<file path="src/rtl/mips_pkg.sv">
// rtl/mips_pkg.sv - shared fetch-stage types and constants
package mips_pkg;

    typedef enum logic {
        FETCH = 1'b0,
        HALT  = 1'b1
    } fetch_state_e;

    localparam logic [31:0] PC_INC   = 32'd4;
    localparam logic [31:0] NOP_INST = 32'h0000_0000;

    typedef struct packed {
        logic [31:0] pc;
        logic [31:0] inst;
        logic        adel;
    } fetch_entry_t;

endpackage

</file>
<file path="src/rtl/fetch_fifo.sv">
// rtl/fetch_fifo.sv - 2-entry buffer between fetch and decode
//  clk, rst_n : clock, async active-low reset
//  push, din  : enqueue din at the tail
//  pop        : drop the head entry
//  clear      : empty the buffer; overrides push/pop in the same cycle
//  dout       : head entry (registered storage, no bypass)
//  count      : number of valid entries, 0..2
module fetch_fifo
    import mips_pkg::*;
(
    input  logic         clk,
    input  logic         rst_n,
    input  logic         push,
    input  logic         pop,
    input  logic         clear,
    input  fetch_entry_t din,
    output fetch_entry_t dout,
    output logic [1:0]   count
);

    fetch_entry_t mem_q [2];
    logic         head_q;
    logic         tail_q;
    logic [1:0]   count_q;

    always_ff @(posedge clk or negedge rst_n) begin
        if (!rst_n) begin
            mem_q[0] <= '0;
            mem_q[1] <= '0;
            head_q   <= 1'b0;
            tail_q   <= 1'b0;
            count_q  <= 2'd0;
        end else if (clear) begin
            head_q  <= 1'b0;
            tail_q  <= 1'b0;
            count_q <= 2'd0;
        end else begin
            if (push) begin
                mem_q[tail_q] <= din;
                tail_q        <= ~tail_q;
            end
            if (pop) begin
                head_q <= ~head_q;
            end
            case ({push, pop})
                2'b10:   count_q <= count_q + 2'd1;
                2'b01:   count_q <= count_q - 2'd1;
                default: count_q <= count_q;
            endcase
        end
    end

    assign dout  = mem_q[head_q];
    assign count = count_q;

endmodule

</file>
<file path="src/rtl/inst_fetch.sv">
// rtl/inst_fetch.sv - instruction fetch stage: PC, ROM address, decode buffer
//  clk, rst_n               : clock, async active-low reset
//  rom_address / rom_data   : combinational program ROM interface (address = pc_q)
//  br_req / br_target       : branch redirect
//  exc_req / exc_target     : exception/eret redirect, wins over branch
//  id_ready                 : decode accepts the head entry
//  if_valid/if_pc/if_inst/if_adel : head entry of the decode buffer
module inst_fetch
    import mips_pkg::*;
#(
    parameter logic [31:0] RESET_PC   = 32'h0000_0000,
    parameter int          FIFO_DEPTH = 2
) (
    input  logic        clk,
    input  logic        rst_n,
    output logic [31:0] rom_address,
    input  logic [31:0] rom_data,
    input  logic        br_req,
    input  logic [31:0] br_target,
    input  logic        exc_req,
    input  logic [31:0] exc_target,
    input  logic        id_ready,
    output logic        if_valid,
    output logic [31:0] if_pc,
    output logic [31:0] if_inst,
    output logic        if_adel
);

    fetch_state_e state_q, state_d;
    logic [31:0]  pc_q, pc_d;
    logic         redirect;
    logic         misaligned;
    logic         push;
    logic         pop;
    logic [1:0]   count;
    fetch_entry_t din;
    fetch_entry_t dout;

    assign redirect   = exc_req | br_req;
    assign misaligned = pc_q[1:0] != 2'b00;
    assign pop        = if_valid & id_ready;
    // Space exists if not full, or the head leaves this same cycle.
    assign push = (state_q == FETCH) & ((count < 2'(FIFO_DEPTH)) | pop) & ~redirect;

    always_ff @(posedge clk or negedge rst_n) begin
        if (!rst_n) begin
            state_q <= FETCH;
            pc_q    <= RESET_PC;
        end else begin
            state_q <= state_d;
            pc_q    <= pc_d;
        end
    end

    always_comb begin
        state_d = state_q;
        pc_d    = pc_q;
        din     = '{pc: pc_q, inst: rom_data, adel: 1'b0};
        if (misaligned) begin
            // The ROM word at a misaligned address is meaningless; hand a NOP.
            din = '{pc: pc_q, inst: NOP_INST, adel: 1'b1};
        end
        if (redirect) begin
            pc_d    = exc_req ? exc_target : br_target;
            state_d = FETCH;
        end else if (push) begin
            if (misaligned) begin
                state_d = HALT;
            end else begin
                pc_d = pc_q + PC_INC;
            end
        end
    end

    fetch_fifo u_fifo (
        .clk   (clk),
        .rst_n (rst_n),
        .push  (push),
        .pop   (pop),
        .clear (redirect),
        .din   (din),
        .dout  (dout),
        .count (count)
    );

    assign rom_address = pc_q;
    assign if_valid    = count != 2'd0;
    assign if_pc       = dout.pc;
    assign if_inst     = dout.inst;
    assign if_adel     = dout.adel;

endmodule

</file>
<file path="config.mk">
export PLATFORM = sky130hd
export DESIGN_NAME = inst_fetch
export DESIGN_NICKNAME = d
export VERILOG_FILES = /design/src/rtl/mips_pkg.sv /design/src/rtl/fetch_fifo.sv /design/src/rtl/inst_fetch.sv
export SDC_FILE = /design/constraint.sdc
export NUM_CORES = 1
export LEC_CHECK = 0
export ABC_AREA = 1
export CAP_MARGIN = 10
export CORE_MARGIN = 10
export CORE_UTILIZATION = 30
export DETAILED_ROUTE_END_ITERATION = 10
export GPL_TIMING_DRIVEN = 0
export PLACE_DENSITY = 0.63
export SYNTH_ARGS = -nofsm -noshare
export SYNTH_HDL_FRONTEND = slang
export SYNTH_HIERARCHICAL = 1
export SYNTH_SLANG_ARGS = --single-unit
</file>
<file path="constraint.sdc">
create_clock -name clk -period 2.2 [get_ports clk]
set_clock_uncertainty 0.15 [all_clocks]
set_input_delay 0.44 -clock clk [delete_from_list [all_inputs] [get_ports clk]]
set_output_delay 0.44 -clock clk [all_outputs]
set_load 0.02 [all_outputs]
</file>
==> flow_summary.yaml, run 1 <==
clock_network:
  cts_tree: "done"
  cts_max_level: 4
  root_buffer: "clkbuf_16"
  numCtsBuffers: 17
  clk_pin_slew_ps: 60
  clock_sinks: 167
  clockBufferDepth: 2
  worst_skew_pair.late_latency_ps: 420
floorplanning:
  num_io_pins: 199
  initial_core_util_pct: 30.6
  core-area_sq_um: 29800
  die-width_um: 194
  die_area_sq_um: 37800
  die_y_um: 194
  num_rows: 63
final_layout:
  final_common_cell: "nand2_1"
  drive_gt1_share_pct: 20.4
  num-nets-final: 1455
  fillerInstances: 3037
  layout_common_cells: "nand2_1 (235), nor2_1 (147), dfrtp_1 (144)"
  instances_no_fill: 1756
  diodes: 0
  syn_to_final_growth_pct: 36.1
critical_path:
  crit_cells: 3
  r2r-end: "u_fifo/mem_q[30]"
  worstSetupStartpoint: "u_fifo/head_q"
  regToRegStartpoint: "u_fifo/count[1]"
  critical_path.endpoint: "if_pc[7]"
  slowest_stage: "dfrtp_2"
  crit_family: "buffers and inverters"
  startpoint_type: "flop"
  path_buf_inv: 2
  crit_path_max_fanout: 10
  required_ps: 1610
  crit_type: "reg -> out"
  r2r_setup_slack_ps: 250
  max_stage_delay_ps: 460
  reg2reg_depth: 8
  arrival_ps: 1780
  crit_path_end_kind: "output port"
  crit_path_cell_trace: "buf_8, mux2_2, dlygate4sd2_1"
outcome:
  status: "complete, but fails checks"
  violations: "negative setup slack"
sta:
  fmax_ghz: 0.421
  slew_headroom_pct: 62.3
  rsz0062_at_grt: "yes"
  fin_ws_ps: -174
  fin_crit_ps: 2370
  setup_violations: 54
  tightest_slew_ps: 566
  hold_viol: 0
  final_max_slew_viol_count: 0
  fin_crit_sh_pct: 108
logic_synthesis:
  synthCells: 1129
  ys_types: 39
  yosys.area.top_type_share_pct: 45.8
  synth-seq-cells: 167
  synth.area.top_cells: "dfrtp_1 (46%), nand2_1 (9.7%), mux2_2 (8.0%), o21ai_1 (6.4%), nor2_1 (6.1%)"
  synth_warnings: 6
  seq_area_frac_synth_pct: 45.8
  syn-num-nets: 1231
  synth_area_sq_um: 9120
  yosysTopAreaCell: "dfrtp_1"
  syn_area_per_cell_sq_um: 8.08
global_routing:
  grt_max_degree: 106
  grt_pass1_vias: 8343
  grt-ovfl-total: 0
  antenna_found_initial: 0
  grt_use_total_pct: 15.7
  grt_pass1_wl_um: 47500
power_and_ir_drop:
  vdd_drop_max_mv: 0.575
  p_total_mw: 9.52
  power_density_nw_per_um2: 767
  p_leak_nw: 5.96
min_path:
  hold_class: "reg -> reg"
routing:
  num_vias: 8150
  via_per_inst: 4.64
  dr.first_iter.drc_count: 541
  wl_per_cell_um: 17.2
  ant_nets: 0
  dr.pass1.iters: 5
  drcViolationCount: 0
  drt-total-wl_um: 30300
placed_design:
  io_buffers: 197
  dp_cells: 1717
  dp_hpwl_um: 22800
  gp_congestion: 0.838
flow_run:
  drv_cap: 0
through the flow:
stage	util [%]	setup TNS, ps	hold WS [ps]	worst slack [ps]	area, sq um
global route	41.7	-8810	355	-232	12400
finish	41.7	-5520	333	-174	12400
detailed placement	39.0	-106150	259	-880	11600
global placement	38.9	-1163560	312	-6370	11600
CTS	41.2	-6860	338	-201	12300
floorplan	-	0	-5.59	58.4	9120
how the worst min path moves through the flow:
| stage | startpoint | endpoint | slack, ps | cells past startpoint |
|---|---|---|---|---|
| floorplan | rst_n | rom_address[0] | -6 | 0 |
| global placement | u_fifo/mem_q[116] | u_fifo/mem_q[116] | 310 | 2 |
| detailed placement | rst_n | u_fifo/mem_q[12] | 260 | 1 |
| CTS | u_fifo/mem_q[0] | u_fifo/mem_q[0] | 340 | 2 |
| global route | u_fifo/mem_q[127] | u_fifo/mem_q[127] | 360 | 2 |
| finish | u_fifo/mem_q[127] | u_fifo/mem_q[127] | 330 | 2 |
area by class of cell:
| class | instances | area (sq um) | share of cell area (%) |
|---|---|---|---|
| inverter | 140 | 533 | 4.29 |
| multi-input combinational | 733 | 3870 | 31.2 |
| clock buffer | 20 | 447 | 3.60 |
| buffer | 88 | 734 | 5.91 |
| timing repair buffer | 206 | 1990 | 16.0 |
| tap | 390 | 488 | 3.93 |
| clock inverter | 12 | 144 | 1.16 |
| sequential | 167 | 4210 | 33.9 |
where the power goes:
group / leakage, nW / switching [mW] / internal (mW) / total [mW]
sequential: 2.16 / 0.330 / 3.47 / 3.80
clock: 0.278 / 1.29 / 1.72 / 3.01
combinational: 3.52 / 1.46 / 1.25 / 2.71
total: 5.96 / 3.08 / 6.45 / 9.52
layer usage:
layer / global-route usage [%] / wire [um]
met4: 2.87 / 204
met5: 0 / 0
met2: 26.3 / 14600
met1: 20.2 / 13700
met3: 3.79 / 1790
logic make-up after synthesis:
| family | synth area share [%] |
|---|---|
| AO/OA/AOI/OAI | 12.5 |
| multiplexers | 8.02 |
| buffers and inverters | 13.0 |
| flip-flops | 45.8 |
| AND/OR/NAND/NOR | 20.3 |
| adder cells (fa/ha/maj) | 0.137 |
| XOR/XNOR | 0.288 |
sequential cells by signal, summed over array words and instances (netlist names):
signal,count
u_fifo/mem_q,130
u_fifo/tail_q,1
rom_address,32
u_fifo/count,2
u_fifo/head_q,1
state_q,1
cell usage after synthesis:
master      n
a22oi_1     1
o31ai_1     2
o21ai_0    33
a31oi_2     2
o21ai_1   116
nand2_2     1
ha_1        1
nand4_1     3
nor2_2      9
nor2_8      3
xnor2_1     2
nor3_1      1
a21oi_1    49
inv_1     137
buf_6      18
nand3_1    40
nand3b_2    1
o21bai_1    1
or2_1       1
nor2_1    148
xor2_1      1
o21ai_2     1
clkbuf_1   14
buf_2      12
dfrtp_1   167
inv_6       1
inv_4       1
mux2_2     65
buf_4      44
inv_2       1
o21a_1      1
nand3b_1    1
o211ai_1    7
nand2_1   235
o22ai_1     3
a21oi_2     1
buf_1       1
nor2_4      3
and2_1      1
tightest hold or removal path: stages (launching register included):
cell	delay, ps
dfrtp_1	340
nand2_1	50
o21ai_0	60
repair_timing:
action / CTS / global route
hold endpoints to repair: 62 / 0
setup buffers: 2 / 4
setup endpoints to repair: 229 / 121
cloned: 0 / 1
resized for setup: 305 / 72
pin swaps: 0 / 0
hold buffers: 1 / 0
(Power assumes the default switching activity.)
==> run 2, diff against run 1 <==
--- a/config.mk
+++ b/config.mk
@@ -12,6 +12,7 @@
 export DETAILED_ROUTE_END_ITERATION = 10
 export GPL_TIMING_DRIVEN = 0
 export PLACE_DENSITY = 0.63
+export SETUP_SLACK_MARGIN = 0.4
 export SYNTH_ARGS = -nofsm -noshare
 export SYNTH_HDL_FRONTEND = slang
 export SYNTH_HIERARCHICAL = 1
==> flow_summary.yaml, run 2 (synthesized netlist as in run 1, its figures left out) <==
sta:
  fin_crit_sh_pct: 103
  setup_violations: 41
  fin_crit_ps: 2270
  tightest_slew_ps: 613
  hold_viol: 0
  fmax_ghz: 0.440
  fin_tns_setup_ps: -1130
  fin_ws_ps: -73.7
  final_max_slew_viol_count: 0
  slew_headroom_pct: 59.1
  whs_ps: 322
  rsz0062_at_grt: "yes"
critical_path:
  crit_path_max_fanout: 8
  startpoint_type: "flop"
  crit_path_end_kind: "output port"
  required_ps: 1610
  crit_type: "reg -> out"
  arrival_ps: 1680
floorplanning:
  core-area_sq_um: 29800
  die-width_um: 194
  num_io_pins: 199
  die_y_um: 194
  num_rows: 63
  initial_core_util_pct: 30.6
  die_area_sq_um: 37800
clock_network:
  clockBufferDepth: 2
  worst_skew_pair.late_latency_ps: 420
  clock_sinks: 167
  clk_pin_slew_ps: 70
  cts_tree: "done"
  cts_max_level: 4
  numCtsBuffers: 17
  root_buffer: "clkbuf_16"
routing:
  wl_per_cell_um: 17.4
  dr_wl_met2_um: 15500
  drt-total-wl_um: 31400
  wl_met3_um: 1690
  m1WireLength_um: 13900
  dr.first_iter.drc_count: 619
  num_vias: 8311
  top_layer_used: "met4"
  ant_nets: 0
  dr.pass1.iters: 5
  via_per_inst: 4.60
  drcViolationCount: 0
flow_run:
  drv_cap: 0
min_path:
  hold_class: "in -> reg"
global_routing:
  grt_pass1_vias: 8337
  grt_pass1_wl_um: 48700
  antenna_found_initial: 0
  grt-ovfl-total: 0
  grt_use_total_pct: 16.1
  grt_max_degree: 122
outcome:
  status: "complete, but fails checks"
  violations: "negative setup slack"
placed_design:
  dp_slack_ps: -439
  dpl_cell_area_sq_um: 11700
  gp_congestion: 0.833
  dp_cells: 1717
  io_buffers: 197
  dp_hpwl_um: 22100
final_layout:
  utilization_pct: 44.3
  num-nets-final: 1504
  diodes: 0
  instances_no_fill: 1805
  layout_common_cells: "nand2_1 (232), dfrtp_1 (139), nor2_1 (137)"
  drive_gt1_share_pct: 29.0
  syn_to_final_growth_pct: 44.8
  postLayoutCellArea_sq_um: 13200
  final_common_cell: "nand2_1"
  largest_reg_flops: 130
  regMostFlops: "u_fifo/mem_q"
power_and_ir_drop:
  p_leak_nw: 6.29
  vdd_drop_max_mv: 0.577
  power_density_nw_per_um2: 750
  p_total_mw: 9.91
run 2: cell types whose count changed in the layout (fill, tap and decap cells not counted), sizes merged, moves of 2 or more:
cell / before / now
buf: 126 / 225
clkdlybuf4s15: 2 / 0
clkinv: 3 / 6
dlygate4sd2: 41 / 0
dlymetal6s2s: 10 / 0
clkbuf: 36 / 40
run 2: layer usage:
metal  vias up  track usage, %
met5         -               0
met4         0            3.78
li1       4122               -
met1      3919            20.6
met2       252            26.7
met3        18            3.82
run 2: timing repair:
action,in CTS,in global routing
hold endpoints to repair,46,0
resized for setup,581,118
hold buffers,1,0
gates cloned,1,4
setup buffers,41,9
pin swaps,4,12
setup endpoints to repair,249,186
run 2: path summary, 6_finish.rpt:
| kind | startpoint | endpoint | slack [ps] | depth (start not counted) |
|---|---|---|---|---|
| worst max-delay path | u_fifo/head_q | if_pc[10] | -70 | 4 |
| worst min-delay path | exc_req | rom_address[11] | 320 | 6 |
| worst max register to register | rom_address[0] | rom_address[24] | 450 | 7 |
| worst min register to register | u_fifo/mem_q[115] | u_fifo/mem_q[115] | 340 | 2 |
| max in group asynchronous | rst_n | u_fifo/mem_q[45] | 810 | 3 |
| min in group asynchronous | rst_n | u_fifo/mem_q[26] | 380 | 2 |
run 2: power by group:
part / internal (mW) / switching (mW) / total, mW
registers: 3.47 / 0.242 / 3.72
logic: 1.58 / 1.65 / 3.23
clock network: 1.67 / 1.30 / 2.97
total: 6.73 / 3.19 / 9.91
run 2: cell type report:
cell class / count / area, sq um
Clock buffer: 20 / 467
Buffer: 89 / 842
Tap cell: 390 / 488
Multi-Input combinational cell: 733 / 4100
Sequential cell: 167 / 4210
Fill cell: 2980 / 16600
Clock inverter: 12 / 119
Timing Repair Buffer: 254 / 2440
Inverter: 140 / 538
run 2: worst max-delay path: stages, from the launching register on:
cell and delay (ps):
dfrtp_2 440, buf_12 170, clkbuf_16 180, mux2_4 330
buf_6 140
